### src/rtl/johnson_pkg.sv
// Shared helpers for the Johnson (twisted-ring) sequence generator.
// Functions take the ring width at call time and operate on a code
// zero-extended to JC_MAXW bits, so one set serves every WIDTH.
package johnson_pkg;

  localparam int unsigned JC_MAXW = 32;

  typedef enum logic {
    JC_DIR_REV = 1'b0,
    JC_DIR_FWD = 1'b1
  } jc_dir_e;

  // Johnson code of phase p for a ring of w bits.
  function automatic logic [JC_MAXW-1:0] jc_phase_to_code(input int unsigned p,
                                                          input int unsigned w);
    logic [JC_MAXW-1:0] c;
    c = '0;
    for (int unsigned i = 0; i < JC_MAXW; i++) begin
      if (i < w) begin
        if (p < w) c[i] = (i < p);
        else       c[i] = (i >= p - w);
      end
    end
    return c;
  endfunction

  // Phase of a legal code; illegal codes give a phase whose code differs.
  function automatic int unsigned jc_code_to_phase(input logic [JC_MAXW-1:0] code,
                                                   input int unsigned w);
    int unsigned ones;
    ones = 0;
    for (int unsigned i = 0; i < JC_MAXW; i++) begin
      if (i < w && code[i]) ones++;
    end
    if (code[0] || ones == 0) return ones;
    else                      return 2 * w - ones;
  endfunction

  // A code is legal exactly when it round-trips through its phase.
  function automatic logic jc_is_legal(input logic [JC_MAXW-1:0] code,
                                       input int unsigned w);
    return (code == jc_phase_to_code(jc_code_to_phase(code, w), w));
  endfunction

endpackage

### src/rtl/johnson_decode.sv
// Combinational decode of a raw Johnson code: legality, phase index, one-hot.
module johnson_decode
  import johnson_pkg::*;
#(
  parameter int unsigned WIDTH = 4,
  parameter int unsigned PW    = $clog2(2 * WIDTH)
) (
  input  logic [WIDTH-1:0]   code,
  output logic               legal,
  output logic [PW-1:0]      phase,
  output logic [2*WIDTH-1:0] phase_oh
);

  logic [JC_MAXW-1:0] code_ext;

  assign code_ext = JC_MAXW'(code);

  // Derive legality, phase and its one-hot from the code.
  always_comb begin
    legal    = jc_is_legal(code_ext, WIDTH);
    phase    = PW'(jc_code_to_phase(code_ext, WIDTH));
    phase_oh = '0;
    for (int unsigned i = 0; i < 2 * WIDTH; i++) begin
      phase_oh[i] = (phase == PW'(i));
    end
  end

endmodule

### src/rtl/johnson_seq_gen.sv
// Bidirectional Johnson sequence generator with checked parallel load,
// registered phase index / one-hot, wrap pulse and load-error pulse.
module johnson_seq_gen
  import johnson_pkg::*;
#(
  parameter  int unsigned WIDTH       = 4,
  parameter  int unsigned RESET_PHASE = 0,
  localparam int unsigned PW          = $clog2(2 * WIDTH)
) (
  input  logic               clk,
  input  logic               reset,
  input  logic               en,
  input  logic               dir,
  input  logic               load,
  input  logic [WIDTH-1:0]   load_code,
  output logic [WIDTH-1:0]   count,
  output logic [PW-1:0]      phase,
  output logic [2*WIDTH-1:0] phase_oh,
  output logic               wrap,
  output logic               load_err
);

  localparam int unsigned          NS         = 2 * WIDTH;
  localparam logic [WIDTH-1:0]     RESET_CODE = WIDTH'(jc_phase_to_code(RESET_PHASE, WIDTH));
  localparam logic [NS-1:0]        RESET_OH   = NS'(1) << RESET_PHASE;
  localparam logic [PW-1:0]        LAST_PHASE = PW'(NS - 1);

  logic [WIDTH-1:0] count_q, count_d;
  logic [PW-1:0]    phase_q, phase_d;
  logic [NS-1:0]    phase_oh_q, phase_oh_d;
  logic             wrap_q, wrap_d;
  logic             load_err_q, load_err_d;

  logic             ld_legal;
  logic [PW-1:0]    ld_phase;
  logic [NS-1:0]    ld_phase_oh;
  jc_dir_e          dir_e;

  assign dir_e = jc_dir_e'(dir);

  johnson_decode #(
    .WIDTH (WIDTH),
    .PW    (PW)
  ) u_load_decode (
    .code     (load_code),
    .legal    (ld_legal),
    .phase    (ld_phase),
    .phase_oh (ld_phase_oh)
  );

  // Next-state mux: load > step > hold. The step path advances phase and
  // rotates the one-hot in lock-step with the shifted code, so all three
  // stay consistent without re-decoding the stepped code.
  always_comb begin
    count_d    = count_q;
    phase_d    = phase_q;
    phase_oh_d = phase_oh_q;
    wrap_d     = 1'b0;
    load_err_d = 1'b0;
    if (load) begin
      if (ld_legal) begin
        count_d    = load_code;
        phase_d    = ld_phase;
        phase_oh_d = ld_phase_oh;
      end else begin
        load_err_d = 1'b1;
      end
    end else if (en) begin
      if (dir_e == JC_DIR_FWD) begin
        count_d    = {count_q[WIDTH-2:0], ~count_q[WIDTH-1]};
        phase_d    = (phase_q == LAST_PHASE) ? '0 : phase_q + 1'b1;
        phase_oh_d = {phase_oh_q[NS-2:0], phase_oh_q[NS-1]};
        wrap_d     = (phase_q == LAST_PHASE);
      end else begin
        count_d    = {~count_q[0], count_q[WIDTH-1:1]};
        phase_d    = (phase_q == '0) ? LAST_PHASE : phase_q - 1'b1;
        phase_oh_d = {phase_oh_q[0], phase_oh_q[NS-1:1]};
        wrap_d     = (phase_q == '0);
      end
    end
  end

  // Output registers with synchronous reset to RESET_PHASE.
  always_ff @(posedge clk) begin
    if (reset) begin
      count_q    <= RESET_CODE;
      phase_q    <= PW'(RESET_PHASE);
      phase_oh_q <= RESET_OH;
      wrap_q     <= 1'b0;
      load_err_q <= 1'b0;
    end else begin
      count_q    <= count_d;
      phase_q    <= phase_d;
      phase_oh_q <= phase_oh_d;
      wrap_q     <= wrap_d;
      load_err_q <= load_err_d;
    end
  end

  assign count    = count_q;
  assign phase    = phase_q;
  assign phase_oh = phase_oh_q;
  assign wrap     = wrap_q;
  assign load_err = load_err_q;

endmodule

### config.mk
export PLATFORM = sky130hd
export DESIGN_NAME = johnson_seq_gen
export DESIGN_NICKNAME = d
export VERILOG_FILES = /design/src/rtl/johnson_pkg.sv /design/src/rtl/johnson_decode.sv /design/src/rtl/johnson_seq_gen.sv
export SDC_FILE = /design/constraint.sdc
export NUM_CORES = 1
export LEC_CHECK = 0
export CORE_MARGIN = 2
export CORE_UTILIZATION = 58
export CTS_CLUSTER_DIAMETER = 80
export CTS_CLUSTER_SIZE = 30
export DETAILED_ROUTE_END_ITERATION = 8
export PLACE_DENSITY = 0.91
export SKIP_CTS_REPAIR_TIMING = 1
export SLEW_MARGIN = 20
export SYNTH_ARGS = -nofsm -noshare
export SYNTH_HDL_FRONTEND = slang
export SYNTH_HIERARCHICAL = 1
export SYNTH_SLANG_ARGS = --single-unit
### constraint.sdc
create_clock -name clk -period 8.8 [get_ports clk]
set_clock_uncertainty 0.2 [all_clocks]
set_input_delay 1.76 -clock clk [delete_from_list [all_inputs] [get_ports clk]]
set_output_delay 1.76 -clock clk [all_outputs]
set_load 0.05 [all_outputs]
### Word-level counts from Yosys, hierarchy flattened

Cells that the tools add are included.

* register bits: 17
* bits of input ports: 9
* output and inout port bits: 17
* word-level logic and storage cells: 68

* $add $sub $neg: 7
* $lt $le $gt $ge: 9
* equality and inequality tests: 10
* mux-type cells: 25
* bitwise gates (word level): 4
* reduce and logical (&&, ||, !) cells: 8

Operators with widths (number)
* 32-bit two-way mux: 4
* 32-bit by 1-bit adder with 32-bit output, second input constant: 2
* 1-bit by 32-bit >= comparator with 1-bit output, first input constant: 2
* 2-bit by 32-bit >= comparator with 1-bit output, first input constant: 2
* 1-bit by 32-bit < comparator with 1-bit output, first input constant: 2
* 2-bit by 32-bit < comparator with 1-bit output, first input constant: 2
* 32-bit logical NOT: 1
* 32-bit by 3-bit < comparator with 1-bit output, second input constant: 1
* 8-bit two-way mux: 4
* 32-bit by 3-bit subtractor with 32-bit output, second input constant: 1
* 4-bit by 32-bit subtractor with 32-bit output, first input constant: 1
* 3-bit two-way mux: 6
* 4-bit two-way mux: 4
* 3-bit == test, second input constant: 5
* 1-bit two-way mux: 7
* 3-bit by 2-bit == test with 1-bit output, second input constant: 2
* 3-bit logical NOT: 2
* 4-bit == test: 1
* 1-bit NOT: 4
* 3-bit by 1-bit adder with 3-bit output, second input constant: 1
* 3-bit by 1-bit == test with 1-bit output, second input constant: 1
* 3-bit OR reduction: 1
* 3-bit by 1-bit subtractor with 3-bit output, second input constant: 1
* 1-bit by 1-bit adder with 2-bit output, second input constant: 1
* 5 further kinds: 5

### Longest topological paths before layout

* depth in word-level cells: 16
* depth in mapped cells: 22
* depth with buffers taken out: 20

### Cells and area by module

The synthesis kept the hierarchy.

By module, submodules not included
* johnson_seq_gen: instances 1, cells an instance 109, area each 1009.7 µm², sequential area each 340.3 µm²
* johnson_decode: instances 1, cells an instance 85, area each 645.6 µm², sequential area each 0.0 µm²

### Worst setup path after synthesis

OpenSTA, ideal clock, no wires.

* kind: input port to flip-flop
* start point: input port load_code[0]
* end point: register phase_q[0], in the netlist phase[0]
* library setup time: 0.103 ns
* data arrival time: 5.349 ns
* required time: 8.497 ns
* path slack: 3.148 ns
* stages on the path: 19
* buffers on the path: 1
* path through: inv_1 > ha_1 > buf_4 > xnor2_1 > inv_1 > ha_1 > nor2_1 > xor2_2 > inv_1 > ha_1 > nor4b_1 > a221oi_1 > o211ai_1 > xor2_1 > and4bb_1 > nand2_1 > nand2_2 > nor2_1 > a2111oi_2

* longest elaborated chain between the ends: 16
* elaborated cells on any way between the ends: 30
* classes of those cells: add/sub (5); order compare (9); eq/ne (2); mux (11); reduce/logical (3)

RTL lines
* start, declared: line johnson_seq_gen.sv:15 `input logic [WIDTH-1:0] load_code,`
* branches (longest 9 deep; another with 32-bit by 1-bit adder with 32-bit output)
* 32-bit two-way mux (*): line johnson_pkg.sv:35 `if (code[0] || ones == 0) return ones;`
* named net ld_phase[0]: line johnson_seq_gen.sv:35 `logic [PW-1:0] ld_phase;`
* 32-bit by 3-bit subtractor with 32-bit output: line johnson_pkg.sv:21 `else c[i] = (i >= p - w);`
* 1-bit by 32-bit >= comparator with 1-bit output / 2-bit by 32-bit >= comparator with 1-bit output (equally long branches): line johnson_pkg.sv:21
* 1-bit two-way mux: line johnson_pkg.sv:20 `if (p < w) c[i] = (i < p);`
* 4-bit == test (*): line johnson_pkg.sv:42 `return (code == jc_phase_to_code(jc_code_to_phase(code, w), w));`
* named net ld_legal: line johnson_seq_gen.sv:34 `logic ld_legal;`
* 2-bit by 1-bit != test with 1-bit output (no source line) (*)
* 2-bit AND reduction (no source line) (*)
* end signal, assigned: line johnson_seq_gen.sv:87 `phase_q <= PW'(RESET_PHASE);`
* end signal, assigned: line johnson_seq_gen.sv:93 `phase_q <= phase_d;`
* end, declared: line johnson_seq_gen.sv:29 `logic [PW-1:0] phase_q, phase_d;`

Mark *: on every way through the listed nets, which the timed path passes. The select of a mux whose other input is x is not followed.
A chain may end at the register's enable or synchronous reset.

### Final worst setup path

Ends and elaborated chain as after synthesis.

==> results.md <==
- Nets: 233
- Total I/O pin count: 26
- Power per Cell Area: 151.1 nW/um^2
- Initial core utilization: 0.6055
- Most frequent cells in the layout: 26 x sky130_fd_sc_hd__nand2_1, 25 x sky130_fd_sc_hd__clkdlybuf4s50_1, 18 x sky130_fd_sc_hd__a21oi_1, 17 x sky130_fd_sc_hd__dfxtp_1, 16 x sky130_fd_sc_hd__nor2_1
- Worst voltage drop across the vdd grid: 129.4 uV
- Routed WL per cell: 14.83 um
- Switching Fraction: 0.4352
- Slew Viols, Final: 0
- Internal power summed over all cells: 158.6 uW
- Number of synthesized flops with an enable pin: 0
- Placement-stage worst setup slack: 1712 ps
- Top cell family by delay on the critical path: buffers and inverters
- Worst relative slew slack: 0.4953
- Total number of clock tree sinks: 17
- Number of rows created at floorplan: 19
- Area added between synthesis and finish: 12.24%
- Latest clock arrival within the worst-skew pair: 300 ps
- Layout cells sized above 1: 0.1333
- Cell chosen for the clock root: sky130_fd_sc_hd__clkbuf_4
- Final setup violation count: 0
- Standby leakage power: 0.7089 nW
- Critical path class: input pin to register
- Setup repair after global routing missed its margin: false
- Synthesized-area fraction occupied by adder cells: 0.09826
- Sequential area share after synthesis: 0.2056
- Clock input transition at the sequential cells of the worst setup and hold paths: 100 ps
- Worst Setup Start Kind: input pin
- Run status: completed
- Sum of routed wire length over all layers: 3.573 mm
- Endpoints failing hold: 0
- Gr ovfl total: 0
- Area used by multi-input combinational logic: 1161 sq um
- GR Util All Layers: 0.2272
- Tightest Hold Check Type: register to register
- Num CTS Buffers: 3
- Synth Net Count: 216
- DRC errors left: 0
- Post-synthesis xor/xnor area fraction: 0.03099
- Number of fill cells: 217
- F_max: 144.9 MHz
- CP Data Required Time: 8790 ps
- Sw power: 122.2 uW
- Total inserted antenna cells: 0
- Unique cell type count in the Yosys netlist: 58
- Dominant combinational cell family by area after synthesis: compound AO/OA/AOI/OAI gates
- Routability congestion estimate from global placement: 0.8961
- Max Buffers Root-to-Sink: 2
- Max-cap violation count: 0
- Worst path slowest cell: sky130_fd_sc_hd__clkdlybuf4s50_1
- DIE HEIGHT: 57.43 um
- Most frequent standard cell in the layout excluding fill and tap cells: sky130_fd_sc_hd__nand2_1
- Count of routing violations after the opening detailed-route iteration: 77
- Chip width: 57.43 um
- Number of buffer and inverter stages on the critical path: 5
- Mapped cell area: 1655 sq um
- Data arrival time of the worst path: 6900 ps
- Maximum fanout along the worst path: 13
- Count of input and output buffers: 25
- Avg Vias per Cell: 6.187
- Yosys synthesis warning count: 6
- Clock tree from TritonCTS: built
- Fraction of registers with async set or reset after synthesis: 0
- Flip-flop cell with the highest count after synthesis: sky130_fd_sc_hd__dfxtp_1
- Post-route fraction of the period consumed by the critical path: 0.7843
- Pin slew with the least headroom to its limit: 754.7 ps
- Crit path setup slack, layout: 1898 ps
- Clock share of power: 0.155
- Core ar.: 2734 sq um
- Mapped Cells: 194
- First-pass GRT wire length: 6.030 mm
- Initial antenna violation count: 0
- Multiplexer area fraction after synthesis: 0.07332
- Hpwl dp: 2.700 mm
- Crit path largest cell delay: 660 ps
- Final core utilization: 0.6796
- Via count of the first global-routing pass: 1285
- Remaining antenna violation count: 0
- Gate power share: 0.530
- Fin Setup TNS: 0 ps
- Reg power frac: 0.315
- Initial DRT Pass Iterations: 4
- Area taken by flip-flops and latches: 340.3 sq um
- Cell breakdown of the critical path: clkdlybuf4s50_1 -> inv_1 -> ha_1 -> xnor2_1 -> inv_1 -> ha_1 -> nor2_1 -> xor2_2 -> inv_1 -> ha_1 -> inv_1 -> o311a_1 -> nand2b_1 -> o21ai_0 -> xnor2_1 -> and4bb_1 -> nand2_1 -> nand2_2 -> nor2_1 -> a2111oi_2
- Number of non-filler instances in the completed layout: 241
- Via count: 1491
- Maximum level of the CTS H-tree: 1
- Synthesized-area fraction occupied by ao, oa, aoi and oai cells: 0.2623
- Total die area: 3298 sq um
- Register bit count reported by yosys: 17
- Cell repeated most along the worst path: sky130_fd_sc_hd__inv_1
- Placed instance count: 237
- Time the final worst path needs with I/O delays and setup: 6902 ps
- Pin count of the biggest net entering global routing: 21
- Fraction of the mapped netlist area in simple logic gates: 0.2343
- Mean area per synthesized cell: 8.533 sq um
- Setup crit end kind: register
[per-stage QoR]
stage	area [sq um]	power, mW	hold WS (ps)
after floorplan	1655	0.2074	481.2
after global placement	1832	0.2341	263.2
after detailed placement	1832	0.2363	272.0
after CTS	1858	0.2784	286.4
after global routing	1858	0.2982	309.1
final	1858	0.2808	284.0
[layer usage]
metal	vias to the layer above	track usage	routed length (um)
li1	737	-	-
met1	707	0.3291	1715
met2	41	0.3620	1652
met3	6	0.01361	159
met4	0	0.06977	46
met5	-	0	0
[area by class of cell]
type                       count  share of cell area
sequential                    17              0.1832
inverter                      11             0.02222
multi-input combinational    153              0.6249
timing repair buffer          25              0.1347
tap                           31             0.02088
clock buffer                   4             0.01414
[power by group through the flow]
stage                     clock (mW)  combinational [mW]  sequential [mW]
final                         0.0434               0.149           0.0885
after CTS                     0.0428               0.147           0.0886
after floorplan                    0              0.0973            0.110
after global routing          0.0461               0.163           0.0894
after global placement             0               0.144           0.0901
after detailed placement           0               0.146           0.0902
[registers in the layout, indices dropped and copies added, names as in the netlist]
signal    cells
load_err      1
wrap          1
phase_oh      8
count         4
phase         3
[cells by family after synthesis]
family / after synthesis
xor+xnor: 5
compound gates: 54
simple gates: 69
other cells: 1
buf+inv: 24
fa+ha+maj: 13
flops: 17
mux: 11
[worst register-to-register path, cell delays in order, from the launching register on]
cell	delay, ps
sky130_fd_sc_hd__dfxtp_1	410
sky130_fd_sc_hd__inv_1	60
sky130_fd_sc_hd__ha_1	200
sky130_fd_sc_hd__ha_1	260
sky130_fd_sc_hd__o21ai_0	240
sky130_fd_sc_hd__o221ai_1	220
sky130_fd_sc_hd__a21oi_1	170
[path summary, 6_finish.rpt]
check               startpoint        to  slack, ps  cells past startpoint
setup / recovery  load_code[0]  phase[0]       1900                     20
setup reg to reg      phase[0]  phase[2]       6980                      6
hold reg to reg       count[2]  count[2]        280                      2
hold / removal        count[2]  count[2]        280                      2
[cells in the mapped netlist (2+ instances only)]
cell type	number	area, sq um
sky130_fd_sc_hd__nand2_2	2	12.51
sky130_fd_sc_hd__inv_1	11	41.29
sky130_fd_sc_hd__nor2b_1	2	12.51
sky130_fd_sc_hd__buf_4	2	15.01
sky130_fd_sc_hd__clkbuf_1	2	7.510
sky130_fd_sc_hd__o21ai_0	5	25.02
sky130_fd_sc_hd__buf_2	2	10.01
sky130_fd_sc_hd__buf_6	5	56.30
sky130_fd_sc_hd__a21oi_1	18	90.09
sky130_fd_sc_hd__mux2i_1	2	20.02
sky130_fd_sc_hd__nor2_1	16	60.06
sky130_fd_sc_hd__a2111oi_2	2	30.03
sky130_fd_sc_hd__ha_1	13	162.7
sky130_fd_sc_hd__mux2_2	9	101.4
sky130_fd_sc_hd__nand3_1	2	10.01
sky130_fd_sc_hd__nand2_1	26	97.59
sky130_fd_sc_hd__xnor2_1	3	26.28
sky130_fd_sc_hd__dfxtp_1	17	340.3
sky130_fd_sc_hd__o221ai_1	13	113.9
sky130_fd_sc_hd__nand2b_1	3	18.77
sky130_fd_sc_hd__a211oi_1	2	15.01
Note: power is estimated with default switching activity, not from simulation.
